`src/rtl/hdmi_decode.sv`:
```
`timescale 1ns/1ps
`default_nettype none
// ============================================================================
//  Module   : hdmi_decode
//  Purpose  : TMDS receive decoder. Aligns each of the three 10-bit channels
//             to its word boundary by hunting for control-token runs, then
//             decodes data words back to 24-bit RGB and recovers the data
//             enable plus the blue-channel sync bits.
//  Ports    : clk      - pixel clock
//             reset    - asynchronous, active-high reset
//             data_in  - raw words {red[29:20], green[19:10], blue[9:0]},
//                        bit 0 of each word earliest on the wire
//             locked   - all three channels aligned and locked
//             active   - data period (registered pixel valid)
//             h_sync   - blue control bit c0 (held outside control periods)
//             v_sync   - blue control bit c1 (held outside control periods)
//             rgb      - {red, green, blue} decoded pixel
//  Config   : HDMI_DECODE_BLANK_RGB_EN - when defined, rgb is forced to zero
//             on every non-active cycle; otherwise it holds the last pixel.
//  Revision : 1.0 - initial release
// ============================================================================
module hdmi_decode #(
    parameter int LOCK_COUNT     = 16,
    parameter int SEARCH_TIMEOUT = 4096
) (
    input  logic        clk,
    input  logic        reset,
    input  logic [29:0] data_in,
    output logic        locked,
    output logic        active,
    output logic        h_sync,
    output logic        v_sync,
    output logic [23:0] rgb
);

    localparam int RUN_W = $clog2(LOCK_COUNT + 1);
    localparam int TO_W  = $clog2(SEARCH_TIMEOUT);

    localparam logic [RUN_W-1:0] c_run_one  = RUN_W'(1);
    localparam logic [RUN_W-1:0] c_run_full = RUN_W'(LOCK_COUNT);
    localparam logic [RUN_W-1:0] c_run_last = RUN_W'(LOCK_COUNT - 1);
    localparam logic [TO_W-1:0]  c_to_last  = TO_W'(SEARCH_TIMEOUT - 1);
    localparam logic [3:0]       c_off_max  = 4'd9;

    localparam logic [9:0] c_tok_00 = 10'h354;
    localparam logic [9:0] c_tok_01 = 10'h0AB;
    localparam logic [9:0] c_tok_10 = 10'h154;
    localparam logic [9:0] c_tok_11 = 10'h2AB;

    typedef enum logic [1:0] {
        ST_SEARCH  = 2'd0,
        ST_CONFIRM = 2'd1,
        ST_LOCKED  = 2'd2
    } state_t;

    function automatic logic is_token(input logic [9:0] q);
        return (q == c_tok_00) || (q == c_tok_01) ||
               (q == c_tok_10) || (q == c_tok_11);
    endfunction

    // Returns {c1, c0}; only meaningful when is_token(q) is true.
    function automatic logic [1:0] token_ctrl(input logic [9:0] q);
        logic [1:0] c;
        case (q)
            c_tok_01: c = 2'b01;
            c_tok_10: c = 2'b10;
            c_tok_11: c = 2'b11;
            default:  c = 2'b00;
        endcase
        return c;
    endfunction

    function automatic logic [7:0] tmds_decode(input logic [9:0] q);
        logic [7:0] d;
        logic [7:0] o;
        d    = q[9] ? ~q[7:0] : q[7:0];
        o    = '0;
        o[0] = d[0];
        for (int i = 1; i < 8; i++) begin
            o[i] = q[8] ? (d[i] ^ d[i-1]) : ~(d[i] ^ d[i-1]);
        end
        return o;
    endfunction

    logic [2:0][9:0] w_words;      // registered aligned word per channel
    logic [2:0]      w_word_tok;   // aligned word is a control token
    logic [2:0]      w_lock_next;  // channel will be LOCKED after this edge

    for (genvar ch = 0; ch < 3; ch++) begin : g_ch
        logic [9:0]       r_prev;
        logic [9:0]       r_word;
        logic [3:0]       r_off;
        logic [RUN_W-1:0] r_run;
        logic [TO_W-1:0]  r_timeout;
        logic             r_skip;
        state_t           r_state;

        logic [19:0] w_window;
        logic [9:0]  w_next;
        logic        w_tok;
        logic        w_run_done;
        logic        w_to_done;

        assign w_window = {data_in[ch*10 +: 10], r_prev};
        assign w_next   = w_window[r_off +: 10];

        // The first word loaded after an offset step straddles two
        // alignments, so it is never allowed to count as a token.
        assign w_tok      = is_token(w_next) && !r_skip;
        assign w_run_done = w_tok && (r_run >= c_run_last);
        assign w_to_done  = (r_timeout == c_to_last);

        assign w_lock_next[ch] = ((r_state == ST_CONFIRM) && w_run_done) ||
                                 ((r_state == ST_LOCKED) && (w_run_done || !w_to_done));
        assign w_words[ch]     = r_word;
        assign w_word_tok[ch]  = is_token(r_word);

        always_ff @(posedge clk or posedge reset) begin
            if (reset) begin
                r_prev    <= '0;
                r_word    <= '0;
                r_off     <= '0;
                r_run     <= '0;
                r_timeout <= '0;
                r_skip    <= 1'b0;
                r_state   <= ST_SEARCH;
            end else begin
                r_prev <= data_in[ch*10 +: 10];
                r_word <= w_next;
                r_skip <= 1'b0;
                case (r_state)
                    ST_SEARCH: begin
                        if (w_tok) begin
                            // A token outranks a simultaneous timeout.
                            r_state <= ST_CONFIRM;
                            r_run   <= c_run_one;
                        end else if (w_to_done) begin
                            r_timeout <= '0;
                            r_off     <= (r_off == c_off_max) ? 4'd0 : r_off + 4'd1;
                            r_skip    <= 1'b1;
                        end else begin
                            r_timeout <= r_timeout + 1'b1;
                        end
                    end
                    ST_CONFIRM: begin
                        if (w_run_done) begin
                            r_state   <= ST_LOCKED;
                            r_run     <= c_run_full;
                            r_timeout <= '0;
                        end else if (w_tok) begin
                            r_run <= r_run + 1'b1;
                        end else begin
                            r_state <= ST_SEARCH;
                            r_run   <= '0;
                        end
                    end
                    ST_LOCKED: begin
                        if (w_run_done) begin
                            // A completed run outranks a simultaneous timeout.
                            r_run     <= c_run_full;
                            r_timeout <= '0;
                        end else begin
                            r_run <= w_tok ? r_run + 1'b1 : '0;
                            if (w_to_done) begin
                                r_state   <= ST_SEARCH;
                                r_timeout <= '0;
                                r_run     <= '0;
                            end else begin
                                r_timeout <= r_timeout + 1'b1;
                            end
                        end
                    end
                    default: begin
                        r_state <= ST_SEARCH;
                        r_run   <= '0;
                    end
                endcase
            end
        end
    end

    // locked/active follow the next FSM state so they move on the same edge
    // as the channel state itself.
    logic       w_all_locked;
    logic       w_pixel;
    logic [1:0] w_blue_ctrl;

    assign w_all_locked = &w_lock_next;
    assign w_pixel      = w_all_locked && !(|w_word_tok);
    assign w_blue_ctrl  = token_ctrl(w_words[0]);

    always_ff @(posedge clk or posedge reset) begin
        if (reset) begin
            locked <= 1'b0;
            active <= 1'b0;
            h_sync <= 1'b0;
            v_sync <= 1'b0;
            rgb    <= '0;
        end else begin
            locked <= w_all_locked;
            active <= w_pixel;
            if (w_word_tok[0]) begin
                h_sync <= w_blue_ctrl[0];
                v_sync <= w_blue_ctrl[1];
            end
            if (w_pixel) begin
                rgb <= {tmds_decode(w_words[2]), tmds_decode(w_words[1]),
                        tmds_decode(w_words[0])};
            end
`ifdef HDMI_DECODE_BLANK_RGB_EN
            else begin
                rgb <= '0;
            end
`else
            // rgb holds the last active pixel through blanking.
`endif
        end
    end

endmodule
`default_nettype wire

```
`config.mk`:
```
export PLATFORM = sky130hd
export DESIGN_NAME = hdmi_decode
export DESIGN_NICKNAME = d
export VERILOG_FILES = /design/src/rtl/hdmi_decode.sv
export SDC_FILE = /design/constraint.sdc
export NUM_CORES = 1
export LEC_CHECK = 0
export BUFFER_PORTS_ARGS = -buffer_cell sky130_fd_sc_hd__buf_2
export CAP_MARGIN = 10
export CORE_MARGIN = 2
export CORE_UTILIZATION = 32
export DETAILED_ROUTE_END_ITERATION = 10
export PLACE_DENSITY = 0.51
export REMOVE_ABC_BUFFERS = 1
export SYNTH_ARGS = -nofsm -noshare
export SYNTH_HDL_FRONTEND = slang
export SYNTH_SLANG_ARGS = --single-unit
```
`constraint.sdc`:
```
create_clock -name clk -period 4.4 [get_ports clk]
set_clock_uncertainty 0.05 [all_clocks]
set_input_delay 0.44 -clock clk [delete_from_list [all_inputs] [get_ports clk]]
set_output_delay 0.44 -clock clk [all_outputs]
set_load 0.01 [all_outputs]
```
# Word level (Yosys, flattened, before mapping)
# Index checks and enable logic that the tools add are counted.
# Widths: inputs -> output; s select.
dict set report totals {
  output_inout_bits 28
  in_bits 32
  wordCells 292
  register_bits 160
}
dict set report op_classes {
  shifts 3
  n_lt_le_gt_ge 3
  reduce_logical 61
  n_bitwise 48
  n_mux 88
  add_sub_neg 9
  eq_ne 54
}
# op count
set ops {}
lappend ops {{$mux 12} 12}
lappend ops {{$eq 10x10->1 const B} 12}
lappend ops {{$pmux 12 s3} 3}
lappend ops {{$mux 5} 15}
lappend ops {{$eq 10x8->1 const B} 6}
lappend ops {{$eq 10x9->1 const B} 6}
lappend ops {{$shiftx 20x5->10} 3}
lappend ops {{$pmux 5 s3} 3}
lappend ops {{$add 12x1->12 const B} 3}
lappend ops {{$eq 12x12->1 const B} 3}
lappend ops {{$mux 1} 30}
lappend ops {{$mux 2} 15}
lappend ops {{$ne 2x2->1 const B} 15}
lappend ops {{$logic_or 1x1->1} 24}
lappend ops {{$mux 8} 3}
lappend ops {{$not 1->1} 24}
lappend ops {{$not 8->8} 3}
lappend ops {{$pmux 2 s3} 4}
lappend ops {{$reduce_and 3->1} 7}
lappend ops {{$xor 1x1->1} 21}
lappend ops {{$add 5x1->5 const B} 3}
lappend ops {{$ge 5x4->1 const B} 3}
lappend ops {{$logic_and 1x1->1} 13}
lappend ops {{$add 4x1->4 const B} 3}
lappend ops {{10 further kinds} 32}

# Depth between registers and ports, before layout
# Gate-level depths: netlist of the first run.
dict set report depth {
  depth_word 12
  mapped_depth 14
  mapped_depth_nobuf 10
}

# Worst setup path after synthesis of the first run
# No wires, ideal clock.
dict set report synth_timing {
  kind {register to register}
  startpoint {reg g_ch[2].r_off[0]}
  endpoint {reg rgb[10]}
  arrival_ns 3.696
  path_buffers 3
  required_time_ns 4.225
  period_less_slack_ns 3.871
  setup_ns 0.125
  path_stages_with_launch 12
  slack_ns 0.529
  path_cell_list {dfrtp_1 buf_6 buf_6 mux4_2 a22o_1 or3_1 or4_4 a21o_4 a211o_1 nor3_4 buf_12 mux2_4}
}
dict set report synth_via {
  elab_chain_cells 12
  elab_cells_between_ends 16
  classes_between {eq/ne (4); shift (1); reduce/logical (11)}
}
# element line
set synth_lines {}
lappend synth_lines {{start, declared} 92} ;# logic [3:0] r_off;
lappend synth_lines {{start signal, assigned} 139} ;# r_off <= (r_off == c_off_max) ? 4'd0 : r_off + 4'd1;
lappend synth_lines {{$shiftx 20x5->10 (*)} 105} ;# assign w_next = w_window[r_off +: 10];
lappend synth_lines {{$eq 10x10->1 / $eq 10x8->1 (equally long branches)} 57} ;# return (q == c_tok_00) || (q == c_tok_01) ||
lappend synth_lines {{$logic_or 1x1->1 (2 in series)} 57}
lappend synth_lines {{$logic_or 1x1->1 (*)} 58} ;# (q == c_tok_10) || (q == c_tok_11);
lappend synth_lines {{$logic_and 1x1->1 (*)} 109} ;# assign w_tok = is_token(w_next) && !r_skip;
lappend synth_lines {{$logic_and 1x1->1 (*)} 110} ;# assign w_run_done = w_tok && (r_run >= c_run_last);
lappend synth_lines {{$logic_or 1x1->1} 114} ;# ((r_state == ST_LOCKED) && (w_run_done || !w_to_done));
lappend synth_lines {{$logic_and 1x1->1} 114}
lappend synth_lines {{$logic_or 1x1->1 (*)} 113} ;# assign w_lock_next[ch] = ((r_state == ST_CONFIRM) && w_run_done) ||
lappend synth_lines {{$reduce_and 3->1 (*)} 188} ;# assign w_all_locked = &w_lock_next;
lappend synth_lines {{$logic_and 1x1->1 (*)} 189} ;# assign w_pixel = w_all_locked && !(|w_word_tok);
lappend synth_lines {{end signal, assigned} 207} ;# rgb <= {tmds_decode(w_words[2]), tmds_decode(w_words[1]),
lappend synth_lines {{end, declared} 33} ;# output logic [23:0] rgb
# Every way passes the cells marked *; elsewhere a longest branch is shown, timed or not.
# A chain may end at the register's enable or synchronous reset.

# Worst setup path in the final report of the first run
dict set report layout_timing {
  startpoint {reg g_ch[2].r_off[0]}
  endpoint {reg rgb[22]}
}
dict set report layout_via {
  elab_chain_cells 12
  elab_cells_between_ends 16
  classes_between {eq/ne (4); shift (1); reduce/logical (11)}
}
# element line
set layout_lines {}
lappend layout_lines {{$shiftx 20x5->10 (*)} 105}
lappend layout_lines {{named net g_ch[2].w_next[3]} 99} ;# logic [9:0] w_next;
lappend layout_lines {{$eq 10x10->1 / $eq 10x8->1 (equally long branches)} 57}
lappend layout_lines {{$logic_or 1x1->1 (2 in series)} 57}
lappend layout_lines {{$logic_or 1x1->1 (*)} 58}
lappend layout_lines {{$logic_and 1x1->1 (*)} 109}
lappend layout_lines {{$logic_and 1x1->1 (*)} 110}
lappend layout_lines {{$logic_or 1x1->1} 114}
lappend layout_lines {{$logic_and 1x1->1} 114}
lappend layout_lines {{$logic_or 1x1->1 (*)} 113}
lappend layout_lines {{$reduce_and 3->1 (*)} 188}
lappend layout_lines {{$logic_and 1x1->1 (*)} 189}
# Mark *: on every way through the listed nets, which the timed path passes. The rest lies on a longest branch.

==> results of run 1 <==
## state kept, by name, summed over array words and instances, names as in the netlist, 3 cells and up
signal and flops:
g_ch.r_prev 30, rgb 24, g_ch.r_timeout 36, g_ch.r_run 15, g_ch.r_off 12, g_ch.r_word 30, g_ch.r_skip 3, g_ch.r_state 6
## Yosys cell counts, drive strengths merged (10+ instances only)
| cell | n |
|---|---|
| o22ai | 10 |
| mux4 | 49 |
| and3 | 17 |
| nand2 | 64 |
| ha | 21 |
| mux2 | 42 |
| a21oi | 34 |
| o21ai | 74 |
| nand4 | 18 |
| xnor2 | 26 |
| nor3 | 16 |
| nand2b | 20 |
| clkbuf | 22 |
| mux2i | 33 |
| nor2b | 17 |
| nand3 | 33 |
| inv | 43 |
| dfrtp | 160 |
| buf | 24 |
| xor2 | 17 |
| nor2 | 51 |
## metal layers
metal	up-vias	track usage, %	wire, um
li1	3682	-	-
met4	2	3.642	179
met3	12	3.326	843
met1	3769	20.90	11650
met2	148	24.14	11190
met5	-	0	13
## worst max-delay path, stage by stage, from the launching register on
cell	delay [ps]
dfrtp_1	430
buf_12	190
mux4_1	590
mux4_1	590
nand4bb_1	210
or4_4	450
a21o_4	260
a211o_1	340
nor3_4	200
buf_4	290
mux2_2	360
## kinds of logic after synthesis
family | Yosys count | synth area share [%]
AOI/OAI and AO/OA | 215 | 14.05
xor gates and xnor gates | 43 | 3.747
adders and majority gates | 21 | 2.614
buffers and inverters | 92 | 4.157
DFF | 160 | 39.83
muxes | 124 | 19.87
and+or+nand+nor | 293 | 15.73
## path summary, 6_finish.rpt
| path | start | endpoint | cells after the start |
|---|---|---|---|
| max reg2reg | g_ch[2].r_off[0] | rgb[22] | 10 |
| min | reset | rgb[22] | 2 |
| min reg2reg | g_ch[1].r_timeout[10] | g_ch[1].r_timeout[10] | 1 |
| min in group clk | data_in[5] | g_ch[0].r_prev[5] | 1 |
| max | g_ch[2].r_off[0] | rgb[22] | 10 |
| max in group asynchronous | reset | g_ch[1].r_word[7] | 3 |
## layout make-up
cell class              count  area, um2
flip-flops and latches    160       4004
inverters                  46      177.7
multi-input cells         696       5630
clock inverters            11      202.7
well taps                 396      495.5
fillers                  3071      19230
repair buffers             90      553.0
clock buffers              21      460.4
## power by group through the flow
stage / clock network, mW / logic (mW) / registers [mW]
after floorplan: 0 / 0.557 / 1.77
after global placement: 0 / 0.755 / 1.81
after detailed placement: 0 / 0.764 / 1.80
after CTS: 1.74 / 0.767 / 1.78
after global routing: 1.80 / 0.863 / 1.81
final: 1.69 / 0.763 / 1.78
==> flow_summary_export.csv, run 1 <==
group,metric,value,unit
status,status,"finished clean",
sta,clock.fmax,243.5,MHz
worst_setup_path,cp_data_required_time,4670,ps
global_routing,overflow,0,
detailed_routing,viasPerCell,5.361,
clock_tree,htree_levels,4,
die,start_util,32.69,%
power_and_ir_drop,finalPower,4.233,mW
power_and_ir_drop,leakage,4.872,nW
detailed_routing,wire_per_inst,16.81,um
worst_setup_path,rrSetupSlack,290,ps
detailed_routing,drc,0,
power_and_ir_drop,powerDensity,367.4,nW/um2
synth,synth-seq-cells,160,
sta,worstMarginPinSlew,819.1,ps
clock_tree,cts_buffers,17,
power_and_ir_drop,seqPwrFrac,42.1,%
placement,dp.final_hpwl,17300,um
sta,rsz0062_at_grt,"false",
clock_tree,cts_hold_buf,0,
layout,n_antenna_cell,0,
layout,post-route-cell-area,11520,um2
clock_tree,clk_latency,440,ps
synth,synth_async_sr_flop_share,100.0,%
synth,synth-edff-count,0,
synth,synth_top_area_share,39.83,%
die,die_area,32850,um2
clock_tree,numClockSinks,160,
synth,synth_area_per_cell,10.60,um2
sta,timing.final.crit_share,93.32,%
synth,synth_ff_type,"dfrtp_1",
detailed_routing,vias,7613,
clock_tree,clockBufferDepth,2,
global_routing,grt_pass1_wl,40220,um
sta,fin_crit,4106,ps
layout,layout_commonest_cell,"dfrtp_1",
worst_setup_path,crit_fanout,17,
clock_tree,root_buffer,"clkbuf_16",
sta,fin_ws,293.7,ps
worst_setup_path,crit_type,"register to register",
synth,netlist_area,10050,um2
layout,post-route-util,37.48,%
placement,gp_congestion,0.8328,
die,core_area,30750,um2
sta,hold_viol,0,
synth,synthCells,948,
layout,final_cell_mix,"dfrtp_1 (160), o21ai_0 (73), nand2_1 (64)",
worst_setup_path,cp-start-kind,"register",
synth,seq_area_frac_synth,39.83,%
sta,holdWs,19.56,ps
power_and_ir_drop,p_comb_share,18.0,%
clock_tree,cts.clk_slew.worst_paths,70,ps
placement,port_buffers,59,
power_and_ir_drop,power_switching,1.216,mW
layout,drive_above_1_share,21.88,%
clock_tree,post_cts.repair.setup_buffers,0,
worst_setup_path,cp.arrival,4380,ps
global_routing,grt_max_degree,102,
placement,dpl-instance-area,10860,um2
detailed_routing,drt_iter0_drc,714,
placement,dp_cells,1388,
power_and_ir_drop,p_int,3.017,mW
layout,finalNonFillerCells,1420,
clock_tree,cts_tree,"yes",
sta,final_max_slew_viol_count,0,
min_path,holdCritPathClass,"input pin to asynchronous set/reset pin",
clock_tree,cts_resized,0,
synth,yosys.area.top_type,"dfrtp_1",
flow_run,drv_cap,0,
global_routing,grt.total_usage,15.12,%
synth,yosys_warnings,0,
power_and_ir_drop,peakVddDrop,0.0002887,V
sta,setup_viol,0,
sta,relSlewSlack,44.98,%
die,rows,64,
detailed_routing,firstDrtPassIters,5,
global_routing,antenna_found_initial,1,
power_and_ir_drop,p_clk_share,39.9,%
detailed_routing,wl,23870,um
synth,synth.distinct_cells,79,
synth,synth.area.top_cells,"dfrtp_1 (40%), mux4_2 (9.9%), o21ai_0 (3.6%)",
layout,area_growth,14.64,%
placement,post-place-ws,296.5,ps
die,die_x,181.2,um
die,die_height,181.2,um
power_and_ir_drop,swShare,28.73,%
sta,fin_setup_tns,0,ps
layout,layout.nets,1064,
detailed_routing,final_antenna_net_count,0,
worst_setup_path,end_kind,"register",
die,io_pins,60,
global_routing,grt_pass1_vias,7532,
Note: power is estimated with default switching activity, not from simulation.
==> inputs of run 2 (changes only) <==
CELL_PAD_IN_SITES_DETAIL_PLACEMENT = 1   (was not set)
CELL_PAD_IN_SITES_GLOBAL_PLACEMENT = 2   (was not set)
PLACE_DENSITY = 0.7   (was 0.51)
==> flow_summary_export.csv, run 2 (synthesis gave the netlist of run 1 again) <==
group,metric,value,unit
clock_tree,cts.clk_slew.worst_paths,70,ps
global_routing,grt_pass1_wl,44860,um
sta,hold_viol,0,
worst_setup_path,crit_fanout,15,
global_routing,grt_max_degree,103,
layout,layout_commonest_cell,"dfrtp_1",
sta,worstMarginPinSlew,961.0,ps
layout,fillers,3494,
detailed_routing,vias,7811,
worst_setup_path,r2r_end,"rgb[22]",
worst_setup_path,crit_slowest_cell,"dfrtp_1",
detailed_routing,routed-wl-met2,12840,um
layout,reg.largest.list,"g_ch.r_timeout: 36 flops, g_ch.r_prev: 30 flops, g_ch.r_word: 30 flops",
detailed_routing,final_antenna_net_count,0,
power_and_ir_drop,power_switching,1.237,mW
min_path,holdCritPathClass,"input pin to register",
worst_setup_path,crit_path_max_incr_delay,600,ps
detailed_routing,met1_length,12750,um
layout,post-route-util,37.57,%
layout,drive_above_1_share,22.47,%
worst_setup_path,cp-start-kind,"register",
clock_tree,cts_buffers,17,
layout,largest-register,"g_ch.r_timeout",
power_and_ir_drop,powerDensity,369.9,nW/um2
sta,holdWs,110.3,ps
worst_setup_path,crit_type,"register to register",
flow_run,drv_cap,0,
clock_tree,clockBufferDepth,2,
sta,rsz0062_at_grt,"false",
worst_setup_path,end_kind,"register",
clock_tree,root_buffer,"clkbuf_16",
sta,timing.final.crit_share,95.18,%
sta,clock.fmax,238.8,MHz
die,start_util,32.69,%
min_path,worstHoldEndpoint,"g_ch[0].r_prev[9]",
detailed_routing,wl,26700,um
layout,final_cell_mix,"dfrtp_1 (159), o21ai_0 (73), nand2_1 (64)",
layout,regArea,4005,um2
placement,gp_congestion,0.8041,
detailed_routing,drt_iter0_drc,386,
global_routing,grt_pass1_vias,8165,
power_and_ir_drop,p_comb_share,18.2,%
layout,largest_register_ffs,36,
min_path,min_from,"data_in[9]",
layout,area_growth,14.92,%
die,core_area,30750,um2
min_path,min_path_cells,1,
global_routing,overflow,0,
detailed_routing,viasPerCell,5.485,
die,io_pins,60,
placement,dp.final_hpwl,19880,um
clock_tree,cts_resized,0,
layout,multi_input_comb_area,5630,um2
clock_tree,cts_tree,"yes",
layout,n_antenna_cell,0,
detailed_routing,drc,0,
sta,final_max_slew_viol_count,0,
clock_tree,cts_hold_buf,0,
worst_setup_path,worstPathCellList,"mux2i_1 > nor3_1 > o41a_1 > or3_1 > or4_4 > a211oi_1 > o21ai_0 > nor3_4 > buf_4 > mux2_2",
sta,setup_viol,0,
die,rows,64,
detailed_routing,wire_per_inst,18.75,um
power_and_ir_drop,p_int,3.035,mW
die,die_x,181.2,um
layout,layout.nets,1069,
sta,relSlewSlack,35.93,%
worst_setup_path,rrSetupSlack,210,ps
global_routing,grt.total_usage,16.94,%
worst_setup_path,cp.arrival,4450,ps
clock_tree,htree_levels,4,
power_and_ir_drop,p_clk_share,39.9,%
power_and_ir_drop,leakage,4.878,nW
sta,fin_crit,4188,ps
placement,port_buffers,59,
clock_tree,post_cts.repair.setup_buffers,0,
die,die_area,32850,um2
power_and_ir_drop,seqPwrFrac,41.9,%
die,die_height,181.2,um
detailed_routing,dr_wl_met3,765,um
power_and_ir_drop,swShare,28.96,%
worst_setup_path,worst_r2r_startpoint,"g_ch[2].r_off[1]",
clock_tree,numClockSinks,160,
worst_setup_path,r2r_cells,10,
detailed_routing,firstDrtPassIters,4,
status,status,"finished clean",
worst_setup_path,cp_data_required_time,4670,ps
detailed_routing,topRoutingLayerUsed,"met4",
global_routing,antenna_found_initial,0,
power_and_ir_drop,peakVddDrop,0.0002761,V
clock_tree,clk_latency,430,ps
run 2: cell count changes in the layout (fill, tap and decap cells not counted), sizes merged:
| cell | previous run | this run |
|---|---|---|
| bufinv | 5 | 6 |
| clkinv | 7 | 6 |
| clkinvlp | 0 | 5 |
| clkbuf | 21 | 17 |
| buf | 90 | 95 |
| inv | 45 | 43 |
run 2: layout make-up:
type                            instances  share of cell area, %
Clock inverter                         14                  2.079
Sequential cell                       160                  34.67
Multi-Input combinational cell        696                  48.74
Tap cell                              396                  4.289
Timing Repair Buffer                   95                  5.004
Clock buffer                           17                  3.682
Inverter                               46                  1.538
run 2: worst max path at each step:
stage                           from  endpoint  slack [ps]  depth (start not counted)
CTS                 g_ch[2].r_off[1]   rgb[22]         180                         10
global placement    g_ch[2].r_off[1]   rgb[21]         250                         10
floorplan           g_ch[2].r_off[0]   rgb[18]        -540                          8
finish              g_ch[2].r_off[1]   rgb[22]         210                         10
global route        g_ch[2].r_off[1]   rgb[22]          40                         10
detailed placement  g_ch[2].r_off[1]   rgb[21]         230                         10
run 2: power groups by stage:
stage	registers (mW)	clock network [mW]	logic [mW]
3_5_place_dp	1.81	0	0.788
6_report	1.79	1.71	0.778
3_3_place_gp	1.81	0	0.770
4_1_cts	1.79	1.75	0.789
2_1_floorplan	1.77	0	0.557
5_1_grt	1.82	1.81	0.883
run 2: critical path, delay by kind of cell (launching register included):
kind	cells	cell delay, ps
buf+inv	1	300
simple gates	4	1190
flops	1	600
compound gates	3	1130
mux	2	790
run 2: per-stage QoR:
| step | cell area (um2) | setup WS (ps) | std cells | TNS (ps) | total power, mW |
|---|---|---|---|---|---|
| final | 11550 | 212.2 | 1424 | 0 | 4.273 |
| after global placement | 10890 | 252.1 | 1393 | 0 | 2.582 |
| after CTS | 11550 | 181.4 | 1424 | 0 | 4.331 |
| after global routing | 11550 | 35.74 | 1424 | 0 | 4.514 |
| after detailed placement | 10890 | 225.6 | 1393 | 0 | 2.601 |
| after floorplan | 9807 | -541.1 | 902 | -77540 | 2.329 |
run 2: metal layers:
layer | GRT usage (%) | vias to the layer above
li1 | - | 3693
met1 | 22.99 | 3982
met2 | 28.25 | 114
met3 | 2.782 | 22
met4 | 4.130 | 0
met5 | 0 | -
